--- config.mk ---
export PLATFORM = sky130hd
export DESIGN_NAME = mem_arbiter_flat
export DESIGN_NICKNAME = d
export VERILOG_FILES = /design/src/rtl/mem_arbiter_pkg.sv /design/src/rtl/mem_arbiter_if.sv /design/src/rtl/mem_arbiter_rr_picker.sv /design/src/rtl/mem_arbiter.sv /design/src/flat_wrapper.sv
export SDC_FILE = /design/constraint.sdc
export NUM_CORES = 1
export LEC_CHECK = 0
export BUFFER_PORTS_ARGS = -buffer_cell sky130_fd_sc_hd__buf_2
export CAP_MARGIN = 20
export CORE_MARGIN = 2
export CORE_UTILIZATION = 45
export CTS_BUF_LIST = sky130_fd_sc_hd__clkbuf_2 sky130_fd_sc_hd__clkbuf_4 sky130_fd_sc_hd__clkbuf_8
export DETAILED_ROUTE_END_ITERATION = 8
export PLACE_DENSITY = 0.71
export SKIP_LAST_GASP = 1
export SLEW_MARGIN = 5
export SYNTH_ARGS = -nofsm -noshare
export SYNTH_HDL_FRONTEND = slang
export SYNTH_SLANG_ARGS = --single-unit
--- constraint.sdc ---
create_clock -name clk -period 7.9 [get_ports clk]
set_clock_uncertainty 0.1 [all_clocks]
set_input_delay 1.185 -clock clk [delete_from_list [all_inputs] [get_ports clk]]
set_output_delay 1.185 -clock clk [all_outputs]
set_load 0.005 [all_outputs]
--- src/rtl/mem_arbiter_pkg.sv ---
// Shared types and defaults for the memory-port arbiter.
`timescale 1ns/1ps
package mem_pkg;

    localparam int unsigned DEF_NUM_REQ     = 4;
    localparam int unsigned DEF_ADDR_W      = 8;
    localparam int unsigned DEF_DATA_W      = 8;
    localparam int unsigned DEF_TIMEOUT_CYC = 16;

    // IDLE: arbitrate; ISSUE: command held until ready; RELEASE: wait for ready to drop.
    typedef enum logic [1:0] {
        IDLE    = 2'd0,
        ISSUE   = 2'd1,
        RELEASE = 2'd2
    } arb_state_t;

    // Increment modulo n, without a divider.
    function automatic int unsigned wrap_inc(input int unsigned v, input int unsigned n);
        return (v + 1 >= n) ? 0 : v + 1;
    endfunction

endpackage

--- src/rtl/mem_arbiter_if.sv ---
// Requester-side and controller-side signals of the arbiter, bundled.
// master: the arbiter's view. slave: requesters plus the memory controller.
`timescale 1ns/1ps
interface mem_arbiter_if
    import mem_pkg::*;
#(
    parameter int unsigned NUM_REQ = DEF_NUM_REQ,
    parameter int unsigned ADDR_W  = DEF_ADDR_W,
    parameter int unsigned DATA_W  = DEF_DATA_W
) ();

    // Requester side (packed, requester i at [i*W +: W])
    logic [NUM_REQ-1:0]        req_valid;
    logic [NUM_REQ-1:0]        req_we;
    logic [NUM_REQ*ADDR_W-1:0] req_addr;
    logic [NUM_REQ*DATA_W-1:0] req_wdata;
    logic [NUM_REQ-1:0]        req_done;
    logic [NUM_REQ-1:0]        req_err;
    logic [DATA_W-1:0]         req_rdata;
    logic [NUM_REQ-1:0]        grant;

    // Controller side
    logic                      cmd_valid_sys;
    logic                      we_sys;
    logic [ADDR_W-1:0]         addr_sys;
    logic [DATA_W-1:0]         wdata_sys;
    logic                      ready_sys;
    logic [DATA_W-1:0]         rdata_sys;

    modport master (
        input  req_valid, req_we, req_addr, req_wdata, ready_sys, rdata_sys,
        output req_done, req_err, req_rdata, grant,
        output cmd_valid_sys, we_sys, addr_sys, wdata_sys
    );

    modport slave (
        output req_valid, req_we, req_addr, req_wdata, ready_sys, rdata_sys,
        input  req_done, req_err, req_rdata, grant,
        input  cmd_valid_sys, we_sys, addr_sys, wdata_sys
    );

endinterface

--- src/rtl/mem_arbiter_rr_picker.sv ---
// Combinational round-robin picker: first set bit of req at or after ptr,
// wrapping modulo NUM_REQ. gnt is one-hot (zero when req is zero).
`timescale 1ns/1ps
module rr_picker #(
    parameter int unsigned NUM_REQ = 4
) (
    input  logic [NUM_REQ-1:0]         req,
    input  logic [$clog2(NUM_REQ)-1:0] ptr,
    output logic [NUM_REQ-1:0]         gnt,
    output logic [$clog2(NUM_REQ)-1:0] index
);

    localparam int unsigned IDX_W = $clog2(NUM_REQ);

    int unsigned      cand;
    logic [IDX_W-1:0] cand_idx;
    logic             found;

    // Scan NUM_REQ candidates starting at ptr; ptr < NUM_REQ so one subtraction wraps.
    always_comb begin
        gnt      = '0;
        index    = '0;
        found    = 1'b0;
        cand     = 0;
        cand_idx = '0;
        for (int unsigned k = 0; k < NUM_REQ; k++) begin
            cand = 32'(ptr) + k;
            if (cand >= NUM_REQ) begin
                cand = cand - NUM_REQ;
            end
            cand_idx = cand[IDX_W-1:0];
            if (!found && req[cand_idx]) begin
                found         = 1'b1;
                gnt[cand_idx] = 1'b1;
                index         = cand_idx;
            end
        end
    end

endmodule

--- src/rtl/mem_arbiter.sv ---
// Round-robin arbiter sharing one memory-controller command port among
// NUM_REQ requesters. Each transaction is held until ready_sys, completed
// with a one-cycle done (or err on watchdog expiry), then the arbiter waits
// for ready_sys to fall so a stale ready cannot complete the next command.
`timescale 1ns/1ps
module mem_arbiter
    import mem_pkg::*;
#(
    parameter int unsigned NUM_REQ     = DEF_NUM_REQ,
    parameter int unsigned ADDR_W      = DEF_ADDR_W,
    parameter int unsigned DATA_W      = DEF_DATA_W,
    parameter int unsigned TIMEOUT_CYC = DEF_TIMEOUT_CYC
) (
    input  logic          clk,
    input  logic          reset,
    mem_arbiter_if.master bus
);

    localparam int unsigned IDX_W = $clog2(NUM_REQ);
    localparam int unsigned TMR_W = $clog2(TIMEOUT_CYC);
    localparam logic [TMR_W-1:0] TMR_LAST = TMR_W'(TIMEOUT_CYC - 1);

    arb_state_t         state;
    logic [IDX_W-1:0]   rr_ptr;
    logic [IDX_W-1:0]   owner;
    logic [TMR_W-1:0]   timer;

    logic [NUM_REQ-1:0] grant_q;
    logic [NUM_REQ-1:0] done_q;
    logic [NUM_REQ-1:0] err_q;
    logic [DATA_W-1:0]  rdata_q;
    logic               cmd_valid_q;
    logic               we_q;
    logic [ADDR_W-1:0]  addr_q;
    logic [DATA_W-1:0]  wdata_q;

    logic [NUM_REQ-1:0] pick_gnt;
    logic [IDX_W-1:0]   pick_idx;
    logic               any_req;
    logic [ADDR_W-1:0]  win_addr;
    logic [DATA_W-1:0]  win_wdata;
    logic               win_we;

    rr_picker #(
        .NUM_REQ (NUM_REQ)
    ) u_picker (
        .req   (bus.req_valid),
        .ptr   (rr_ptr),
        .gnt   (pick_gnt),
        .index (pick_idx)
    );

    // Command fields of the requester the picker currently favours.
    always_comb begin
        any_req   = |bus.req_valid;
        win_addr  = bus.req_addr[pick_idx*ADDR_W +: ADDR_W];
        win_wdata = bus.req_wdata[pick_idx*DATA_W +: DATA_W];
        win_we    = bus.req_we[pick_idx];
    end

    // Arbitration FSM, watchdog timer and registered outputs.
    always_ff @(posedge clk) begin
        if (reset) begin
            state       <= IDLE;
            rr_ptr      <= '0;
            owner       <= '0;
            timer       <= '0;
            grant_q     <= '0;
            done_q      <= '0;
            err_q       <= '0;
            rdata_q     <= '0;
            cmd_valid_q <= 1'b0;
            we_q        <= 1'b0;
            addr_q      <= '0;
            wdata_q     <= '0;
        end else begin
            // done/err are single-cycle pulses
            done_q <= '0;
            err_q  <= '0;
            case (state)
                IDLE: begin
                    if (any_req) begin
                        grant_q     <= pick_gnt;
                        owner       <= pick_idx;
                        we_q        <= win_we;
                        addr_q      <= win_addr;
                        wdata_q     <= win_wdata;
                        cmd_valid_q <= 1'b1;
                        timer       <= '0;
                        state       <= ISSUE;
                    end
                end
                ISSUE: begin
                    timer <= timer + 1'b1;
                    if (bus.ready_sys) begin
                        cmd_valid_q <= 1'b0;
                        done_q      <= grant_q;
                        if (!we_q) begin
                            rdata_q <= bus.rdata_sys;
                        end
                        timer <= '0;
                        state <= RELEASE;
                    end else if (timer == TMR_LAST) begin
                        // Controller never answered: abort the command.
                        cmd_valid_q <= 1'b0;
                        err_q       <= grant_q;
                        timer       <= '0;
                        state       <= RELEASE;
                    end
                end
                RELEASE: begin
                    timer <= timer + 1'b1;
                    // Leave once ready has dropped, or give up after the watchdog period.
                    if (!bus.ready_sys || timer == TMR_LAST) begin
                        grant_q <= '0;
                        rr_ptr  <= IDX_W'(wrap_inc(32'(owner), NUM_REQ));
                        timer   <= '0;
                        state   <= IDLE;
                    end
                end
                default: begin
                    state <= IDLE;
                end
            endcase
        end
    end

    assign bus.grant         = grant_q;
    assign bus.req_done      = done_q;
    assign bus.req_err       = err_q;
    assign bus.req_rdata     = rdata_q;
    assign bus.cmd_valid_sys = cmd_valid_q;
    assign bus.we_sys        = we_q;
    assign bus.addr_sys      = addr_q;
    assign bus.wdata_sys     = wdata_q;

endmodule

--- src/flat_wrapper.sv ---
// flat-port wrapper written by rule: the top's interface ports become plain ports
module mem_arbiter_flat import mem_pkg::*;
#(
    parameter int unsigned NUM_REQ     = DEF_NUM_REQ,
    parameter int unsigned ADDR_W      = DEF_ADDR_W,
    parameter int unsigned DATA_W      = DEF_DATA_W,
    parameter int unsigned TIMEOUT_CYC = DEF_TIMEOUT_CYC
)
  (clk, reset, bus_req_valid, bus_req_we, bus_req_addr, bus_req_wdata, bus_ready_sys, bus_rdata_sys, bus_req_done, bus_req_err, bus_req_rdata, bus_grant, bus_cmd_valid_sys, bus_we_sys, bus_addr_sys, bus_wdata_sys);
  mem_arbiter_if #(.NUM_REQ(NUM_REQ), .ADDR_W(ADDR_W), .DATA_W(DATA_W)) bus_i ();
  input  logic clk;
  input  logic reset;
  input wire logic [$bits(bus_i.req_valid)-1:0] bus_req_valid;
  input wire logic [$bits(bus_i.req_we)-1:0] bus_req_we;
  input wire logic [$bits(bus_i.req_addr)-1:0] bus_req_addr;
  input wire logic [$bits(bus_i.req_wdata)-1:0] bus_req_wdata;
  input wire logic [$bits(bus_i.ready_sys)-1:0] bus_ready_sys;
  input wire logic [$bits(bus_i.rdata_sys)-1:0] bus_rdata_sys;
  output wire logic [$bits(bus_i.req_done)-1:0] bus_req_done;
  output wire logic [$bits(bus_i.req_err)-1:0] bus_req_err;
  output wire logic [$bits(bus_i.req_rdata)-1:0] bus_req_rdata;
  output wire logic [$bits(bus_i.grant)-1:0] bus_grant;
  output wire logic [$bits(bus_i.cmd_valid_sys)-1:0] bus_cmd_valid_sys;
  output wire logic [$bits(bus_i.we_sys)-1:0] bus_we_sys;
  output wire logic [$bits(bus_i.addr_sys)-1:0] bus_addr_sys;
  output wire logic [$bits(bus_i.wdata_sys)-1:0] bus_wdata_sys;
  assign bus_i.req_valid = bus_req_valid;
  assign bus_i.req_we = bus_req_we;
  assign bus_i.req_addr = bus_req_addr;
  assign bus_i.req_wdata = bus_req_wdata;
  assign bus_i.ready_sys = bus_ready_sys;
  assign bus_i.rdata_sys = bus_rdata_sys;
  assign bus_req_done = bus_i.req_done;
  assign bus_req_err = bus_i.req_err;
  assign bus_req_rdata = bus_i.req_rdata;
  assign bus_grant = bus_i.grant;
  assign bus_cmd_valid_sys = bus_i.cmd_valid_sys;
  assign bus_we_sys = bus_i.we_sys;
  assign bus_addr_sys = bus_i.addr_sys;
  assign bus_wdata_sys = bus_i.wdata_sys;
  mem_arbiter #(.NUM_REQ(NUM_REQ), .ADDR_W(ADDR_W), .DATA_W(DATA_W), .TIMEOUT_CYC(TIMEOUT_CYC)) u_core (.clk(clk), .reset(reset), .bus(bus_i));
endmodule
# After elaboration in Yosys (flattened, before gate mapping)
# Cells that the tools add are included.
word_totals:
  romBits: 0
  mem_bits_rw: 0
  latch_bits: 0
  wordCells: 127
  reg_bits: 48
  inputBits: 83
  mem_count: 0
  output_inout_bits: 38
op_classes:
  eq_ne: 6
  shift: 2
  mul: 0
  add_sub_neg: 9
  n_bitwise: 7
  div: 0
  n_mux: 51
  n_reduce_logical: 26
  order_cmp: 14
op_table:
  columns: ["cell", "n"]
  rows:
  - ["32-bit by 6-bit variable part select with 8-bit output", 2]
  - ["4-bit 2-to-1 mux", 10]
  - ["2-bit 2-to-1 mux", 13]
  - ["2-bit by 3-bit less-than comparator with 1-bit output (second input constant)", 5]
  - ["1-bit 2-to-1 mux", 15]
  - ["3-bit greater-or-equal comparator (second input constant)", 4]
  - ["4-bit OR", 3]
  - ["4-bit one-hot mux with 3 select lines", 1]
  - ["3-bit AND reduction", 4]
  - ["1-bit binary-select mux with 2-bit select", 5]
  - ["1-bit demux with 2-bit select", 4]
  - ["2-bit by 1-bit greater-or-equal comparator with 1-bit output (second input constant)", 4]
  - ["4-bit one-hot mux with 2 select lines", 1]
  - ["4-bit OR reduction", 2]
  - ["2-bit by 1-bit subtractor with 2-bit output (second input constant)", 4]
  - ["1-bit logical AND", 7]
  - ["2-bit by 1-bit adder with 3-bit output (second input constant)", 2]
  - ["2-bit by 2-bit adder with 3-bit output (second input constant)", 2]
  - ["2-bit one-hot mux with 3 select lines", 1]
  - ["2-bit AND reduction", 3]
  - ["4-bit by 1-bit adder with 4-bit output (second input constant)", 1]
  - ["4-bit equality test (second input constant)", 1]
  - ["1-bit logical NOT", 4]
  - ["2-bit by 1-bit != test with 1-bit output (second input constant)", 2]
  - ["11 further kinds", 15]

# Logic depth before layout (Yosys ltp)
# Gate-level depths: netlist (run 1).
depth:
  word_depth: 16
  ltp_mapped: 13
  depth_no_buf: 8

# Hierarchy
# A second synthesis (run 1) with hierarchy kept.
hier_totals:
  hier_cells: 292
  hier_area_um2: 2815.2
by_module_without_submodules:
  columns: ["mod", "instances", "area_per_inst_um2", "seq_area_each_um2", "cells_each"]
  rows:
  - ["mem_arbiter", 1, 2326.0, 960.9, 227]
  - ["rr_picker", 1, 489.2, 0.0, 65]

# Least setup slack after synthesis (run 1)
# OpenSTA, ideal clock, no wires.
synth_path:
  path_kind: "register -> register"
  startpoint: "reg u_core.rr_ptr[0]"
  endpoint: "reg u_core.addr_q[0] (netlist: u_core.bus.addr_sys[0])"
  setup_slack_ns: 4.549
  setup_time_ns: 0.132
  stages_incl_launch_ff: 12
  t_arrival_ns: 3.118
  cell_sequence: "dfxtp_1 buf_6 inv_1 buf_1 ha_1 buf_6 mux4_2 buf_6 nor4_4 mux2_4 nor2_4 o32ai_2"
synth_via:
  elab_chain_len: 15
  elab_cells_between_ends: 37
  cone_classes: "7 x add/sub; 4 x order compare; 1 x shift; 19 x mux; 6 x reduce/logical"
synth_rtl:
  columns: ["element", "line_no", "text"]
  rows:
  - ["start: declaration", "mem_arbiter.sv:24", "logic [IDX_W-1:0] rr_ptr;"]
  - ["start signal: assignment", "mem_arbiter.sv:116", "rr_ptr <= IDX_W'(wrap_inc(32'(owner), NUM_REQ));"]
  - ["parallel branches: the longest is 13 deep, another holds 2-bit by 1-bit adder with 3-bit output", null, null]
  - ["2-bit 2-to-1 mux *", "mem_arbiter_rr_picker.sv:32", "if (!found && req[cand_idx]) begin"]
  - ["32-bit by 6-bit variable part select with 8-bit output *", "mem_arbiter.sv:56", "win_addr = bus.req_addr[pick_idx*ADDR_W +: ADDR_W];"]
  - ["end signal: assignment", "mem_arbiter.sv:86", "addr_q <= win_addr;"]
  - ["end: declaration", "mem_arbiter.sv:34", "logic [ADDR_W-1:0] addr_q;"]
# Mark *: on every way between the ends. The select of a mux whose other input is x is not followed.
# A chain may end at the register's enable or synchronous reset.

# Final worst setup path (run 1)
layout_path:
  startpoint: "reg u_core.rr_ptr[0]"
  endpoint: "reg u_core.addr_q[2] (netlist: u_core.bus.addr_sys[2])"
# The elaborated chain is that of the path after synthesis.

==> impl_metrics.env, run 1 <==
export IMPL_status="finished, final reports clean"
export IMPL_fp_dieArea_um2=7810
export IMPL_yosysMostFrequentCell="dfxtp_1"
export IMPL_hold_path_class="reg2reg"
export IMPL_netlist_area_leader_share_pct=30.0
export IMPL_synth_edf_count=0
export IMPL_end_kind="register"
export IMPL_clock_sinks=48
export IMPL_critPathSlowestCell="dfxtp_1"
export IMPL_postCtsSetupRepairBufs=0
export IMPL_clk_pin_slew_ns=0.09
export IMPL_synth_seq_cells=48
export IMPL_yosys_warnings=0
export IMPL_hold_viol=0
export IMPL_grt_max_degree=38
export IMPL_syn_nets=451
export IMPL_synth_area_leaders="dfxtp_1 (30%), mux2i_1 (8.8%), a21oi_1 (5.2%)"
export IMPL_arrival_ns=4.30
export IMPL_globalRoute_totalOverflow=0
export IMPL_hpwl_um=6170
export IMPL_cp_slowest_stage_delay_ns=0.74
export IMPL_cp_max_fo=25
export IMPL_drive_gt1_share_pct=36.1
export IMPL_finalMaxSlewViolations=0
export IMPL_drtAntennaViolNets=0
export IMPL_place_congestion=0.866
export IMPL_firstDrtPassIters=4
export IMPL_ir_worst_vdd_mv=0.0958
export IMPL_rsz0062_at_grt="false"
export IMPL_cts_resized=0
export IMPL_clkLatencyLatePin_ns=0.30
export IMPL_root_buffer="clkbuf_8"
export IMPL_grt_pass1_vias=2871
export IMPL_async_flop_share_pct=0
export IMPL_cts_buffers=5
export IMPL_slew_headroom_pct=29.8
export IMPL_core_area_um2=6830
export IMPL_setup_violations_final=0
export IMPL_crit_type="reg2reg"
export IMPL_num_rows=30
export IMPL_syn_inst=356
export IMPL_grt_pass1_wl_um=13100
export IMPL_synthFlopType="dfxtp_1"
export IMPL_synth_common_cells="dfxtp_1 (48), a21oi_1 (33), nor2_1 (33), nand2_1 (31), mux2i_1 (28)"
export IMPL_power_density_nw_per_um2=203
export IMPL_grt_total_usage_pct=20.9
export IMPL_drtIter0Drc=127
export IMPL_fin_crit_ns=4.23
export IMPL_synthDistinctLibCells=51
export IMPL_drc=0
export IMPL_port_buffers=120
export IMPL_max_cap_violations=0
export IMPL_pin_count=121
export IMPL_synth_area_um2=3200
export IMPL_yosys_area_top_type="dfxtp_1"
export IMPL_routedWlPerCell_um=14.5
export IMPL_syn_to_final_growth_pct=21.8
export IMPL_fmax_mhz=236
export IMPL_worst_pin_slew_ns=1.05
export IMPL_cts_hold_buf=0
export IMPL_min_period_over_period_pct=53.6
export IMPL_dieWidth_um=88.4
export IMPL_syn_area_per_cell_um2=8.99
export IMPL_start_util_pct=46.9
export IMPL_htreeDepth=2
export IMPL_worstPathCellList="inv_1 -> ha_1 -> mux4_2 -> o2111ai_1 -> nand4_4 -> mux2_4 -> a21oi_1 -> o32ai_2"
export IMPL_clk_path_buf_depth=2
export IMPL_start_kind="register"
export IMPL_final_util_pct=57.1
export IMPL_yosysSeqAreaShare_pct=30.0
export IMPL_vias_per_cell=5.49
export IMPL_postRouteWirelength_um=8130
export IMPL_die_h_um=88.4
export IMPL_setup_tns_ns=0
export IMPL_cp_required_ns=7.96
export IMPL_layout_nets=557
export IMPL_vias=3068
export IMPL_antenna_found_initial=0
export IMPL_n_antenna_cell=0
export IMPL_p_leak_nw=1.75
export IMPL_cts_tree="yes"
per-stage QoR:
| stage | worst slack, ns | total power [W] | std cells | instance area [um^2] | hold slack, ns |
|---|---|---|---|---|---|
| after global placement | 3.84 | 0.000610 | 551 | 3780 | 0.339 |
| final | 3.67 | 0.000791 | 559 | 3900 | 0.361 |
| after CTS | 3.69 | 0.000798 | 559 | 3900 | 0.363 |
| after detailed placement | 3.72 | 0.000618 | 551 | 3780 | 0.341 |
| after global routing | 3.31 | 0.000846 | 559 | 3900 | 0.409 |
| after floorplan | 4.55 | 0.000530 | 356 | 3200 | 0.340 |
cells in the final DEF (no fill, tap or decap), drive strengths merged, types with 10 or more instances in the layout:
cell,instances
mux2,17
nand2,33
nor2,35
buf,120
nand3,14
dfxtp,48
a21oi,34
mux2i,28
o32ai,10
o21ai,11
ha,12
o21bai,10
worst max-delay path: cells and delay by family (launching register included):
family / cells / cell delay, ns
compound gates: 3 / 0.48
fa+ha+maj: 1 / 0.65
buf+inv: 1 / 0.45
flops: 1 / 0.74
mux: 2 / 1.16
simple gates: 1 / 0.51
registers in the layout, summed over array words and instances (netlist names):
| name | count |
|---|---|
| u_core.bus.grant | 4 |
| u_core.bus.req_done | 4 |
| u_core.bus.req_err | 4 |
| u_core.bus.req_rdata | 8 |
| u_core.bus.cmd_valid_sys | 1 |
| u_core.bus.addr_sys | 8 |
| u_core.rr_ptr | 2 |
| u_core.state | 2 |
| u_core.timer | 4 |
| u_core.bus.we_sys | 1 |
| u_core.bus.wdata_sys | 8 |
| u_core.owner | 2 |
power by group:
group,total (W),switching [W],internal (W)
Combinational,0.000307,0.000170,0.000137
Sequential,0.000305,0.0000269,0.000278
Clock,0.000179,0.0000835,0.0000953
Total,0.000791,0.000281,0.000510
layout make-up:
| type | instances | area (um^2) |
|---|---|---|
| fillers | 647 | 2930 |
| multi-input cells | 281 | 2080 |
| flip-flops and latches | 48 | 961 |
| repair buffers | 120 | 601 |
| well taps | 96 | 120 |
| clock buffers | 5 | 68.8 |
| clock inverters | 3 | 47.5 |
| inverters | 6 | 22.5 |
path summary, 6_finish.rpt:
path	from	endpoint	slack, ns	cells past startpoint
worst max register to register	u_core.rr_ptr[0]	u_core.bus.addr_sys[2]	3.67	8
worst min register to register	u_core.bus.wdata_sys[7]	u_core.bus.wdata_sys[7]	0.36	2
worst min-delay path	u_core.bus.wdata_sys[7]	u_core.bus.wdata_sys[7]	0.36	2
worst max-delay path	u_core.rr_ptr[0]	u_core.bus.addr_sys[2]	3.67	8
cell families after synthesis:
group	count (synthesis)	share of synthesized area, %
compound gates	109	25.7
fa+ha+maj	12	4.69
buf+inv	27	5.04
flops	48	30.0
mux	47	16.7
simple gates	113	17.9
layer usage:
layer,up-vias,global-route usage (%),routed length [um]
li1,1529,-,-
met1,1427,27.2,3650
met2,102,35.7,3850
met3,10,3.54,529
met4,0,6.47,106
met5,-,0,0
(Power assumes the default switching activity.)
==> run 2: changes to the inputs <==
Settings changed: PLACE_DENSITY 0.71 to 0.74.
Clock period 7.9 ns to 3.78 ns, I/O delays scaled along.
==> impl_metrics.env, run 2 (synthesized netlist as in run 1, its figures left out) <==
export IMPL_layout_nets=562
export IMPL_crit_type="reg2reg"
export IMPL_drc=0
export IMPL_hpwl_um=6070
export IMPL_min_period_over_period_pct=81.9
export IMPL_cts_hold_buf=0
export IMPL_finalMaxSlewViolations=0
export IMPL_cts_buffers=5
export IMPL_crit_family="multiplexers"
export IMPL_clkLatencyLatePin_ns=0.30
export IMPL_rsz0062_at_grt="false"
export IMPL_arrival_ns=3.17
export IMPL_slew_headroom_pct=55.0
export IMPL_grt_total_usage_pct=20.4
export IMPL_p_comb_share_pct=39.2
export IMPL_postRouteWirelength_um=7970
export IMPL_status="finished, final reports clean"
export IMPL_drive_gt1_share_pct=36.8
export IMPL_hold_path_class="reg2reg"
export IMPL_seqPwrFrac_pct=38.1
export IMPL_pwr_share_clk_pct=22.7
export IMPL_fin_crit_ns=3.09
export IMPL_total_power_w=0.00166
export IMPL_end_kind="register"
export IMPL_clk_pin_slew_ns=0.09
export IMPL_switchingPower_w=0.000589
export IMPL_layout_commonest_cell="buf_2"
export IMPL_worstPathCellList="inv_1 -> ha_1 -> mux4_2 -> o2111ai_1 -> nand4_4 -> mux2_4 -> a21oi_1 -> o32ai_2"
export IMPL_vias_per_cell=5.42
export IMPL_place_congestion=0.811
export IMPL_core_area_um2=6830
export IMPL_pin_count=121
export IMPL_grt_max_degree=38
export IMPL_globalRoute_totalOverflow=0
export IMPL_antenna_found_initial=0
export IMPL_syn_to_final_growth_pct=22.9
export IMPL_root_buffer="clkbuf_8"
export IMPL_port_buffers=120
export IMPL_hold_viol=0
export IMPL_worst_pin_slew_ns=0.674
export IMPL_max_cap_violations=0
export IMPL_start_kind="register"
export IMPL_vias=3057
export IMPL_n_antenna_cell=0
export IMPL_setup_tns_ns=0
export IMPL_cp_buffers_inverters=1
export IMPL_routedWlPerCell_um=14.1
export IMPL_drtAntennaViolNets=0
export IMPL_critPathSlowestCell="mux4_2"
export IMPL_cp_slowest_stage_delay_ns=0.64
export IMPL_start_util_pct=46.9
export IMPL_dieWidth_um=88.4
export IMPL_grt_pass1_vias=2850
export IMPL_die_h_um=88.4
export IMPL_clock_sinks=48
export IMPL_firstDrtPassIters=4
export IMPL_htreeDepth=2
export IMPL_power_density_nw_per_um2=422
export IMPL_drtIter0Drc=150
export IMPL_p_leak_nw=1.78
export IMPL_ir_worst_vdd_mv=0.182
export IMPL_clk_path_buf_depth=2
export IMPL_cts_resized=0
export IMPL_postCtsSetupRepairBufs=0
export IMPL_fmax_mhz=323
export IMPL_cp_max_fo=25
export IMPL_cts_tree="yes"
export IMPL_setup_violations_final=0
export IMPL_p_int_w=0.00107
export IMPL_num_rows=30
export IMPL_cp_required_ns=3.86
export IMPL_grt_pass1_wl_um=12900
export IMPL_p_sw_share_pct=35.5
export IMPL_layout_common_cells="buf_2 (120), dfxtp_1 (48), a21oi_1 (33), nor2_1 (33), nand2_1 (31)"
export IMPL_fp_dieArea_um2=7810
run 2: cell types whose count changed in the layout (fill, tap and decap cells not counted), sizes merged:
| cell | change |
|---|---|
| buf | +5 |
| clkinv | -2 |
| clkinvlp | +1 |
| inv | +1 |
run 2: layout make-up:
| class | instances | area, um^2 |
|---|---|---|
| Sequential cell | 48 | 961 |
| Clock buffer | 5 | 68.8 |
| Multi-Input combinational cell | 281 | 2080 |
| Tap cell | 96 | 120 |
| Clock inverter | 3 | 46.3 |
| Fill cell | 646 | 2900 |
| Inverter | 6 | 22.5 |
| Timing Repair Buffer | 125 | 638 |
run 2: path summary, 6_finish.rpt:
kind                      startpoint                       to  slack [ns]  cells after the start
max                 u_core.rr_ptr[1]   u_core.bus.addr_sys[2]        0.69                      8
max reg2reg         u_core.rr_ptr[1]   u_core.bus.addr_sys[2]        0.69                      8
min          u_core.bus.wdata_sys[3]  u_core.bus.wdata_sys[3]        0.37                      2
min reg2reg  u_core.bus.wdata_sys[3]  u_core.bus.wdata_sys[3]        0.37                      2
run 2: worst reg2reg max path, cell delays in order, from the launching register on:
cell	delay, ns
dfxtp_1	0.33
inv_1	0.09
ha_1	0.33
mux4_2	0.64
o2111ai_1	0.21
nand4_4	0.51
mux2_4	0.49
a21oi_1	0.17
o32ai_2	0.11
run 2: through the flow:
step	instances	hold WS [ns]	cell area (um^2)	utilization [%]	setup slack [ns]
CTS	564	0.372	3940	57.6	0.677
finish	564	0.371	3940	57.6	0.685
global route	564	0.394	3940	57.6	0.508
detailed placement	556	0.353	3820	55.9	0.699
global placement	556	0.342	3820	55.9	0.772
floorplan	356	0.340	3200	-	0.429
run 2: metal layers:
layer  GRT usage, %  wire, um  vias up
met5              0         0        -
met4           5.37        87        0
met3           3.36       409        8
met2           35.3      3790       90
met1           26.5      3680     1420
li1               -         -     1539
run 2: power groups by stage:
stage          combinational [W]  clock, W  sequential (W)
6_report                0.000651  0.000377        0.000633
5_1_grt                 0.000723  0.000402        0.000643
4_1_cts                 0.000653  0.000384        0.000632
3_5_place_dp            0.000650         0        0.000643
3_3_place_gp            0.000635         0        0.000642
2_1_floorplan           0.000465         0        0.000643
